<file path="src/rtl/sd_cmd_ctrl_pkg.sv">
// Shared definitions for the SD SPI-mode command framer: FSM encoding,
// command indices, R1 bit masks, CRC7 constants, the response register
// bank layout and the CRC helpers.
package sd_cmd_ctrl_pkg;

    typedef enum logic [2:0] {
        ST_IDLE     = 3'd0,
        ST_TX_ISSUE = 3'd1,
        ST_TX_WAIT  = 3'd2,
        ST_RX_ISSUE = 3'd3,
        ST_RX_WAIT  = 3'd4,
        ST_DONE     = 3'd5
    } state_t;

    localparam logic [5:0] SD_CMD0   = 6'd0;
    localparam logic [5:0] SD_CMD8   = 6'd8;
    localparam logic [5:0] SD_CMD55  = 6'd55;
    localparam logic [5:0] SD_ACMD41 = 6'd41;
    localparam logic [5:0] SD_CMD58  = 6'd58;

    localparam logic [7:0] R1_IDLE        = 8'h01;
    localparam logic [7:0] R1_ERASE_RESET = 8'h02;
    localparam logic [7:0] R1_ILLEGAL_CMD = 8'h04;
    localparam logic [7:0] R1_CRC_ERR     = 8'h08;
    localparam logic [7:0] R1_ERASE_SEQ   = 8'h10;
    localparam logic [7:0] R1_ADDR_ERR    = 8'h20;
    localparam logic [7:0] R1_PARAM_ERR   = 8'h40;
    localparam logic [7:0] R1_START_MASK  = 8'h80;

    // x^7 + x^3 + 1, x^7 term implied
    localparam logic [6:0] CRC7_POLY = 7'h09;

    // Response fields and status live together so they update atomically
    typedef struct packed {
        logic        valid;
        logic [7:0]  r1;
        logic [31:0] data;
        logic        timeout;
    } resp_bank_t;

    // Pre-computed CRC bytes for the only two commands that need a valid CRC in SPI mode
    function automatic logic [7:0] fixed_crc_byte(input logic [5:0] idx);
        logic [7:0] b;
        case (idx)
            SD_CMD0: b = 8'h95;
            SD_CMD8: b = 8'h87;
            default: b = 8'hFF;
        endcase
        return b;
    endfunction

    // Serial CRC7 over 40 message bits, MSB first, initial value 0
    function automatic logic [6:0] crc7_calc(input logic [39:0] bits);
        logic [6:0] c;
        logic       fb;
        c = 7'd0;
        for (int i = 39; i >= 0; i--) begin
            fb = bits[i] ^ c[6];
            c  = {c[5:0], 1'b0};
            if (fb) begin
                c = c ^ CRC7_POLY;
            end else begin
                c = c;
            end
        end
        return c;
    endfunction

endpackage

</file>
<file path="src/rtl/sd_cmd_ctrl_crc7.sv">
// Combinational CRC7 of the 40-bit SD command header {2'b01, index, arg}.
module sd_cmd_ctrl_crc7
    import sd_cmd_ctrl_pkg::*;
(
    input  logic [39:0] frame_bits,
    output logic [6:0]  crc
);

    // Whole CRC evaluated in one cycle so it is ready at command accept
    always_comb begin
        crc = crc7_calc(frame_bits);
    end

endmodule

</file>
<file path="src/rtl/sd_cmd_ctrl.sv">
// SD-card SPI-mode command framer and response collector.
// Sends DUMMY_BYTES x 0xFF then the 6-byte command frame through the byte
// engine's write handshake, then polls for R1 (and 4 data bytes for R3/R7).
// Build option: define SD_CRC7_EN for a computed CRC7; otherwise the CRC byte
// is fixed (0x95 for CMD0, 0x87 for CMD8, 0xFF otherwise).
// DUMMY_BYTES + 5 must fit the 3-bit byte counter (DUMMY_BYTES <= 2).
module sd_cmd_ctrl
    import sd_cmd_ctrl_pkg::*;
#(
    parameter int DUMMY_BYTES = 1,
    parameter int NCR_MAX     = 8
)(
    input  logic        clk,
    input  logic        rst_n,
    input  logic        cmd_valid,
    output logic        cmd_ready,
    input  logic [5:0]  cmd_index,
    input  logic [31:0] cmd_arg,
    input  logic        resp_long,
    output logic        resp_valid,
    output logic [7:0]  resp_r1,
    output logic [31:0] resp_data,
    output logic        resp_timeout,
    output logic        busy,
    output logic [7:0]  spi_data_write,
    output logic        spi_write_en,
    input  logic        spi_write_busy,
    output logic        spi_read_en,
    input  logic        spi_read_busy,
    input  logic [7:0]  spi_data_read
);

    localparam logic [2:0] DUMMY_CNT = 3'(DUMMY_BYTES);
    localparam logic [2:0] TX_LAST   = 3'(DUMMY_BYTES + 5);
    localparam logic [7:0] POLL_LAST = 8'(NCR_MAX - 1);
    localparam logic [7:0] POLL_LIM  = 8'(NCR_MAX);

    state_t      state_r, state_nxt;
    logic        skip_r, skip_nxt;
    logic [2:0]  byte_cnt_r, byte_cnt_nxt;
    logic [7:0]  poll_cnt_r, poll_cnt_nxt;
    logic        data_phase_r, data_phase_nxt;
    logic [47:0] frame_r;
    logic        long_r;
    resp_bank_t  resp_r, resp_nxt;
    logic        cmd_ready_r, busy_r;
    logic        wr_en_r, wr_en_nxt;
    logic        rd_en_r, rd_en_nxt;
    logic [7:0]  wr_data_r, wr_data_nxt;
    logic        accept_s;
    logic [7:0]  crc_byte_s;
    logic [7:0]  tx_byte_s;
    logic [2:0]  frame_idx_s;

`ifdef SD_CRC7_EN
    logic [6:0] crc7_s;

    sd_cmd_ctrl_crc7 u_crc7 (
        .frame_bits ({2'b01, cmd_index, cmd_arg}),
        .crc        (crc7_s)
    );

    assign crc_byte_s = {crc7_s, 1'b1};
`else
    assign crc_byte_s = fixed_crc_byte(cmd_index);
`endif

    assign accept_s = (state_r == ST_IDLE) && cmd_valid;

    // Select the wire byte for the current byte count: sync fill, then frame MSB-first
    always_comb begin
        frame_idx_s = byte_cnt_r - DUMMY_CNT;
        tx_byte_s   = 8'hFF;
        if (byte_cnt_r < DUMMY_CNT) begin
            tx_byte_s = 8'hFF;
        end else begin
            case (frame_idx_s)
                3'd0:    tx_byte_s = frame_r[47:40];
                3'd1:    tx_byte_s = frame_r[39:32];
                3'd2:    tx_byte_s = frame_r[31:24];
                3'd3:    tx_byte_s = frame_r[23:16];
                3'd4:    tx_byte_s = frame_r[15:8];
                3'd5:    tx_byte_s = frame_r[7:0];
                default: tx_byte_s = 8'hFF;
            endcase
        end
    end

    // Next-state and next-output logic for the framing/polling sequence
    always_comb begin
        state_nxt      = state_r;
        skip_nxt       = 1'b0;
        byte_cnt_nxt   = byte_cnt_r;
        poll_cnt_nxt   = poll_cnt_r;
        data_phase_nxt = data_phase_r;
        wr_en_nxt      = 1'b0;
        rd_en_nxt      = 1'b0;
        wr_data_nxt    = wr_data_r;
        resp_nxt       = resp_r;
        resp_nxt.valid = 1'b0;
        case (state_r)
            ST_IDLE: begin
                if (cmd_valid) begin
                    state_nxt        = ST_TX_ISSUE;
                    byte_cnt_nxt     = 3'd0;
                    poll_cnt_nxt     = 8'd0;
                    data_phase_nxt   = 1'b0;
                    resp_nxt.r1      = 8'h00;
                    resp_nxt.data    = 32'h0000_0000;
                    resp_nxt.timeout = 1'b0;
                end else begin
                    state_nxt = ST_IDLE;
                end
            end
            ST_TX_ISSUE: begin
                if (!spi_write_busy) begin
                    wr_en_nxt   = 1'b1;
                    wr_data_nxt = tx_byte_s;
                    skip_nxt    = 1'b1;
                    state_nxt   = ST_TX_WAIT;
                end else begin
                    state_nxt = ST_TX_ISSUE;
                end
            end
            ST_TX_WAIT: begin
                // The first wait cycle is skipped so the engine can raise busy
                if (skip_r) begin
                    state_nxt = ST_TX_WAIT;
                end else if (!spi_write_busy) begin
                    if (byte_cnt_r == TX_LAST) begin
                        byte_cnt_nxt = 3'd0;
                        state_nxt    = ST_RX_ISSUE;
                    end else begin
                        byte_cnt_nxt = byte_cnt_r + 3'd1;
                        state_nxt    = ST_TX_ISSUE;
                    end
                end else begin
                    state_nxt = ST_TX_WAIT;
                end
            end
            ST_RX_ISSUE: begin
                if (!spi_read_busy) begin
                    rd_en_nxt = 1'b1;
                    skip_nxt  = 1'b1;
                    state_nxt = ST_RX_WAIT;
                end else begin
                    state_nxt = ST_RX_ISSUE;
                end
            end
            ST_RX_WAIT: begin
                if (skip_r) begin
                    state_nxt = ST_RX_WAIT;
                end else if (!spi_read_busy) begin
                    if (data_phase_r) begin
                        resp_nxt.data = {resp_r.data[23:0], spi_data_read};
                        if (byte_cnt_r == 3'd3) begin
                            resp_nxt.valid = 1'b1;
                            state_nxt      = ST_DONE;
                        end else begin
                            byte_cnt_nxt = byte_cnt_r + 3'd1;
                            state_nxt    = ST_RX_ISSUE;
                        end
                    end else if ((spi_data_read & R1_START_MASK) == 8'h00) begin
                        resp_nxt.r1 = spi_data_read;
                        if (long_r) begin
                            data_phase_nxt = 1'b1;
                            byte_cnt_nxt   = 3'd0;
                            state_nxt      = ST_RX_ISSUE;
                        end else begin
                            resp_nxt.valid = 1'b1;
                            state_nxt      = ST_DONE;
                        end
                    end else if (poll_cnt_r == POLL_LAST) begin
                        poll_cnt_nxt     = POLL_LIM;
                        resp_nxt.r1      = 8'hFF;
                        resp_nxt.timeout = 1'b1;
                        resp_nxt.valid   = 1'b1;
                        state_nxt        = ST_DONE;
                    end else begin
                        poll_cnt_nxt = poll_cnt_r + 8'd1;
                        state_nxt    = ST_RX_ISSUE;
                    end
                end else begin
                    state_nxt = ST_RX_WAIT;
                end
            end
            ST_DONE: begin
                state_nxt = ST_IDLE;
            end
            default: begin
                state_nxt = ST_IDLE;
            end
        endcase
    end

    // FSM state, counters and registered handshake outputs
    always_ff @(posedge clk or negedge rst_n) begin
        if (!rst_n) begin
            state_r      <= ST_IDLE;
            skip_r       <= 1'b0;
            byte_cnt_r   <= 3'd0;
            poll_cnt_r   <= 8'd0;
            data_phase_r <= 1'b0;
            wr_en_r      <= 1'b0;
            rd_en_r      <= 1'b0;
            wr_data_r    <= 8'hFF;
            cmd_ready_r  <= 1'b1;
            busy_r       <= 1'b0;
        end else begin
            state_r      <= state_nxt;
            skip_r       <= skip_nxt;
            byte_cnt_r   <= byte_cnt_nxt;
            poll_cnt_r   <= poll_cnt_nxt;
            data_phase_r <= data_phase_nxt;
            wr_en_r      <= wr_en_nxt;
            rd_en_r      <= rd_en_nxt;
            wr_data_r    <= wr_data_nxt;
            cmd_ready_r  <= (state_nxt == ST_IDLE);
            busy_r       <= (state_nxt != ST_IDLE);
        end
    end

    // Frame latch: header, argument, CRC and response length captured at accept
    always_ff @(posedge clk or negedge rst_n) begin
        if (!rst_n) begin
            frame_r <= 48'h0;
            long_r  <= 1'b0;
        end else if (accept_s) begin
            frame_r <= {2'b01, cmd_index, cmd_arg, crc_byte_s};
            long_r  <= resp_long;
        end else begin
            frame_r <= frame_r;
            long_r  <= long_r;
        end
    end

    // Response register bank
    always_ff @(posedge clk or negedge rst_n) begin
        if (!rst_n) begin
            resp_r <= '0;
        end else begin
            resp_r <= resp_nxt;
        end
    end

    assign cmd_ready      = cmd_ready_r;
    assign busy           = busy_r;
    assign spi_write_en   = wr_en_r;
    assign spi_read_en    = rd_en_r;
    assign spi_data_write = wr_data_r;
    assign resp_valid     = resp_r.valid;
    assign resp_r1        = resp_r.r1;
    assign resp_data      = resp_r.data;
    assign resp_timeout   = resp_r.timeout;

endmodule

</file>
<file path="config.mk">
export PLATFORM = sky130hd
export DESIGN_NAME = sd_cmd_ctrl
export DESIGN_NICKNAME = d
export VERILOG_FILES = /design/src/rtl/sd_cmd_ctrl_pkg.sv /design/src/rtl/sd_cmd_ctrl_crc7.sv /design/src/rtl/sd_cmd_ctrl.sv
export SDC_FILE = /design/constraint.sdc
export NUM_CORES = 1
export LEC_CHECK = 0
export CORE_AREA = 2 2 135 137
export CTS_CLUSTER_DIAMETER = 80
export DETAILED_ROUTE_END_ITERATION = 10
export DIE_AREA = 0 0 137 139
export GPL_TIMING_DRIVEN = 0
export PLACE_DENSITY_LB_ADDON = 0.05
export RECOVER_POWER = 25
export SYNTH_ARGS = -nofsm -noshare
export SYNTH_HDL_FRONTEND = slang
export SYNTH_SLANG_ARGS = --single-unit
</file>
<file path="constraint.sdc">
create_clock -name clk -period 2.4 [get_ports clk]
set_input_delay 0.24 -clock clk [delete_from_list [all_inputs] [get_ports clk]]
set_output_delay 0.24 -clock clk [all_outputs]
set_load 0.01 [all_outputs]
</file>
==> out/metrics.cfg <==
[critical_path]
r2r-start=byte_cnt_r[0]
timing.rr.end=spi_data_write[7]
max_stage_delay_ns=0.71
worstPathCellList=inv_1 > ha_1 > clkbuf_1 > a222oi_1 > a21oi_1 > o22a_1
r2r_slack_ns=0.11
crit_path_start=byte_cnt_r[0]
rr_worst_depth=6
path_max_fanout=10
endpoint=spi_data_write[7]
cp-end-kind=register
critPathKind=register to register
arrival_ns=2.63
startpoint_type=register
critPathRequiredTime_ns=2.74
worst_path_max_delay_cell=a222oi_1

[floorplanning]
fp-row-count=49
initial_core_util_pct=29.2
dieArea_sq_um=19000
die_y_microns=139
core_sq_um=17700
io_pins=106
die_w_microns=137

[outcome]
status=finished clean

[placement]
dp_cells=829
place_area_sq_um=6520
gp_congestion=0.822
hpwlAfterDp_microns=10600
port_buffers=105

[pwr]
powerDensity_nw_per_um2=1090
peakVddDrop_v=0.000587
p_leak_nw=3.15

[routing]
first_iter_violations=255
num_vias=4179
wl_per_cell_microns=17.1
drc_errors=0
via_per_inst=4.85
firstDrtPassIters=5
ant_nets=0
wl_microns=14700

[logic_synthesis]
yosysWarnings=0
yosys-mux-area-fraction_pct=2.60
yosysUniqueCellTypes=65
synth_fa_ha_area_share_pct=1.94
netlist_area_sq_um=5150
synth_common_cells=nand2_1, dfrtp_1, a22o_1
synth_area_per_cell_sq_um=10.4
synth_xor_area_share_pct=0.486
ys_seq_area_share_pct=55.1
async_flop_share_pct=100
syn-num-nets=554
synth-edff-count=0
synth_compound_area_share_pct=16.5
yosys.area.top_type=dfrtp_1
synth-main-ff-cell=dfrtp_1
synth_top_family_by_area=simple AND/OR/NAND/NOR gates
synth-simple-area-share_pct=19.6
yosysTopAreaCellShare_pct=50.5
synthCells=494
synth-seq-cells=113
synth.most_common_cell=nand2_1
synth.area.top_cells=dfrtp_1, nand2_1, a22o_1, dfstp_2, nand3_1

[global_route]
overflow=0
grt_first_pass_wirelength_microns=23300
grt_antenna_before_repair=0
grt_pass1_vias=4218
grtUsageTotal_pct=16.0
grt_start_max_net_pins=69

[clocking]
cts_tree=built
cts_sinks=113
clockBufferDepth=2
insertion_delay_ns=0.41
root_buffer=clkbuf_16
cts.repair.resized=0
htree_num_levels=4
cts_made_buffers=17
clkSlewWorstSetupHoldPaths_ns=0.05
cts_setup_buffers=0
ctsHoldBuffers=1

[cells_and_area]
num_antenna_cells=0
final_cell_area_sq_um=7140
area_growth_pct=38.6
nets=680
utilization_pct=40.5
drive_gt1_share_pct=14.4
finalNonFillerCells=861

[sta]
finalClockSkew_ns=0.00769
fin_crit_ns=2.29
finalSetupViolations=0
fmax_ghz=0.436
worst_pin_slew_ns=1.18
drv_slew=0
rsz0062_at_grt=false
hold_viol=0
slew_headroom_pct=21.5
fin_crit_sh_pct=95.6

[run]
drv_cap=0

[hold_path]
hp-class=input pin to register

-- flip-flops by register name, summed over array words and instances (netlist names) --
name,count
spi_data_write,8
skip_r,1
long_r,1
state_r,3
cmd_ready,1
resp_r1,8
resp_data,32
poll_cnt_r,8
resp_timeout,1
byte_cnt_r,3
spi_write_en,1
busy,1
resp_valid,1
frame_r,42
data_phase_r,1
spi_read_en,1
-- routing by layer --
layer  part of all wire (%)  track usage (%)
met1                     49             22.9
met2                     46             23.5
met5                      0                0
met4                    1.2             5.86
met3                    4.7             3.51
-- stage by stage --
| step | power [W] | setup TNS (ns) | hold WS (ns) | worst slack, ns |
|---|---|---|---|---|
| 6_report | 0.00779 | 0 | 0.349 | 0.106 |
| 5_1_grt | 0.00826 | 0 | 0.354 | 0.0486 |
| 4_1_cts | 0.00789 | 0 | 0.333 | 0.206 |
| 3_5_place_dp | 0.00519 | 0 | 0.200 | 0.229 |
| 3_3_place_gp | 0.00515 | -386.66 | 0.458 | -3.55 |
| 2_1_floorplan | 0.00420 | 0 | -0.0556 | 0.590 |
-- how the worst min path moves through the flow --
stage | startpoint | to | slack (ns) | cells after the start
floorplan | rst_n | busy | -0.06 | 0
global route | cmd_arg[26] | frame_r[34] | 0.35 | 3
detailed placement | rst_n | resp_data[22] | 0.20 | 1
finish | cmd_arg[26] | frame_r[34] | 0.35 | 3
global placement | frame_r[22] | frame_r[22] | 0.46 | 2
CTS | rst_n | resp_data[22] | 0.33 | 2
-- worst max-delay path: cells and delay by family (launching register included) --
family / cells / cell delay (ns)
compound gates: 3 / 1.07
fa+ha+maj: 1 / 0.29
buf+inv: 2 / 0.42
flops: 1 / 0.44
-- layout by cell type (no fill, tap or decap), types with 3 or more instances in the layout --
master,instances
mux2_2,11
nand3_1,29
a22o_1,33
nor2b_1,4
a222oi_1,6
o211ai_1,7
or3_1,3
clkdlybuf4s50_1,104
dfrtp_1,104
buf_4,5
o21ai_0,10
dfstp_2,9
nor2_1,13
clkbuf_16,17
buf_2,12
o31ai_1,3
ha_1,8
a21oi_1,16
clkinv_2,3
nor3_1,4
a211oi_1,3
or2_2,3
nand2_1,132
inv_1,10
clkbuf_1,10
bufinv_16,4
o22a_1,8
-- cell families after synthesis --
group | after synthesis
AND/OR/NAND/NOR | 212
flip-flops | 113
AO/OA/AOI/OAI | 107
buffers and inverters | 40
multiplexers | 12
adder cells (fa/ha/maj) | 8
XOR/XNOR | 2
-- area by class of cell --
| class | count | area, sq um |
|---|---|---|
| buffer | 29 | 158 |
| tap | 229 | 287 |
| clock inverter | 10 | 159 |
| sequential | 113 | 2840 |
| inverter | 11 | 41.3 |
| timing repair buffer | 107 | 1080 |
| fill | 1731 | 10500 |
| multi-input combinational | 341 | 2120 |
| clock buffer | 21 | 460 |
-- power by group --
part	switching [W]	total (W)	internal, W
sequential	0.000316	0.00276	0.00244
clock	0.000877	0.00266	0.00178
combinational	0.00137	0.00237	0.00100
No activity file was read; power rests on OpenSTA's default activity.
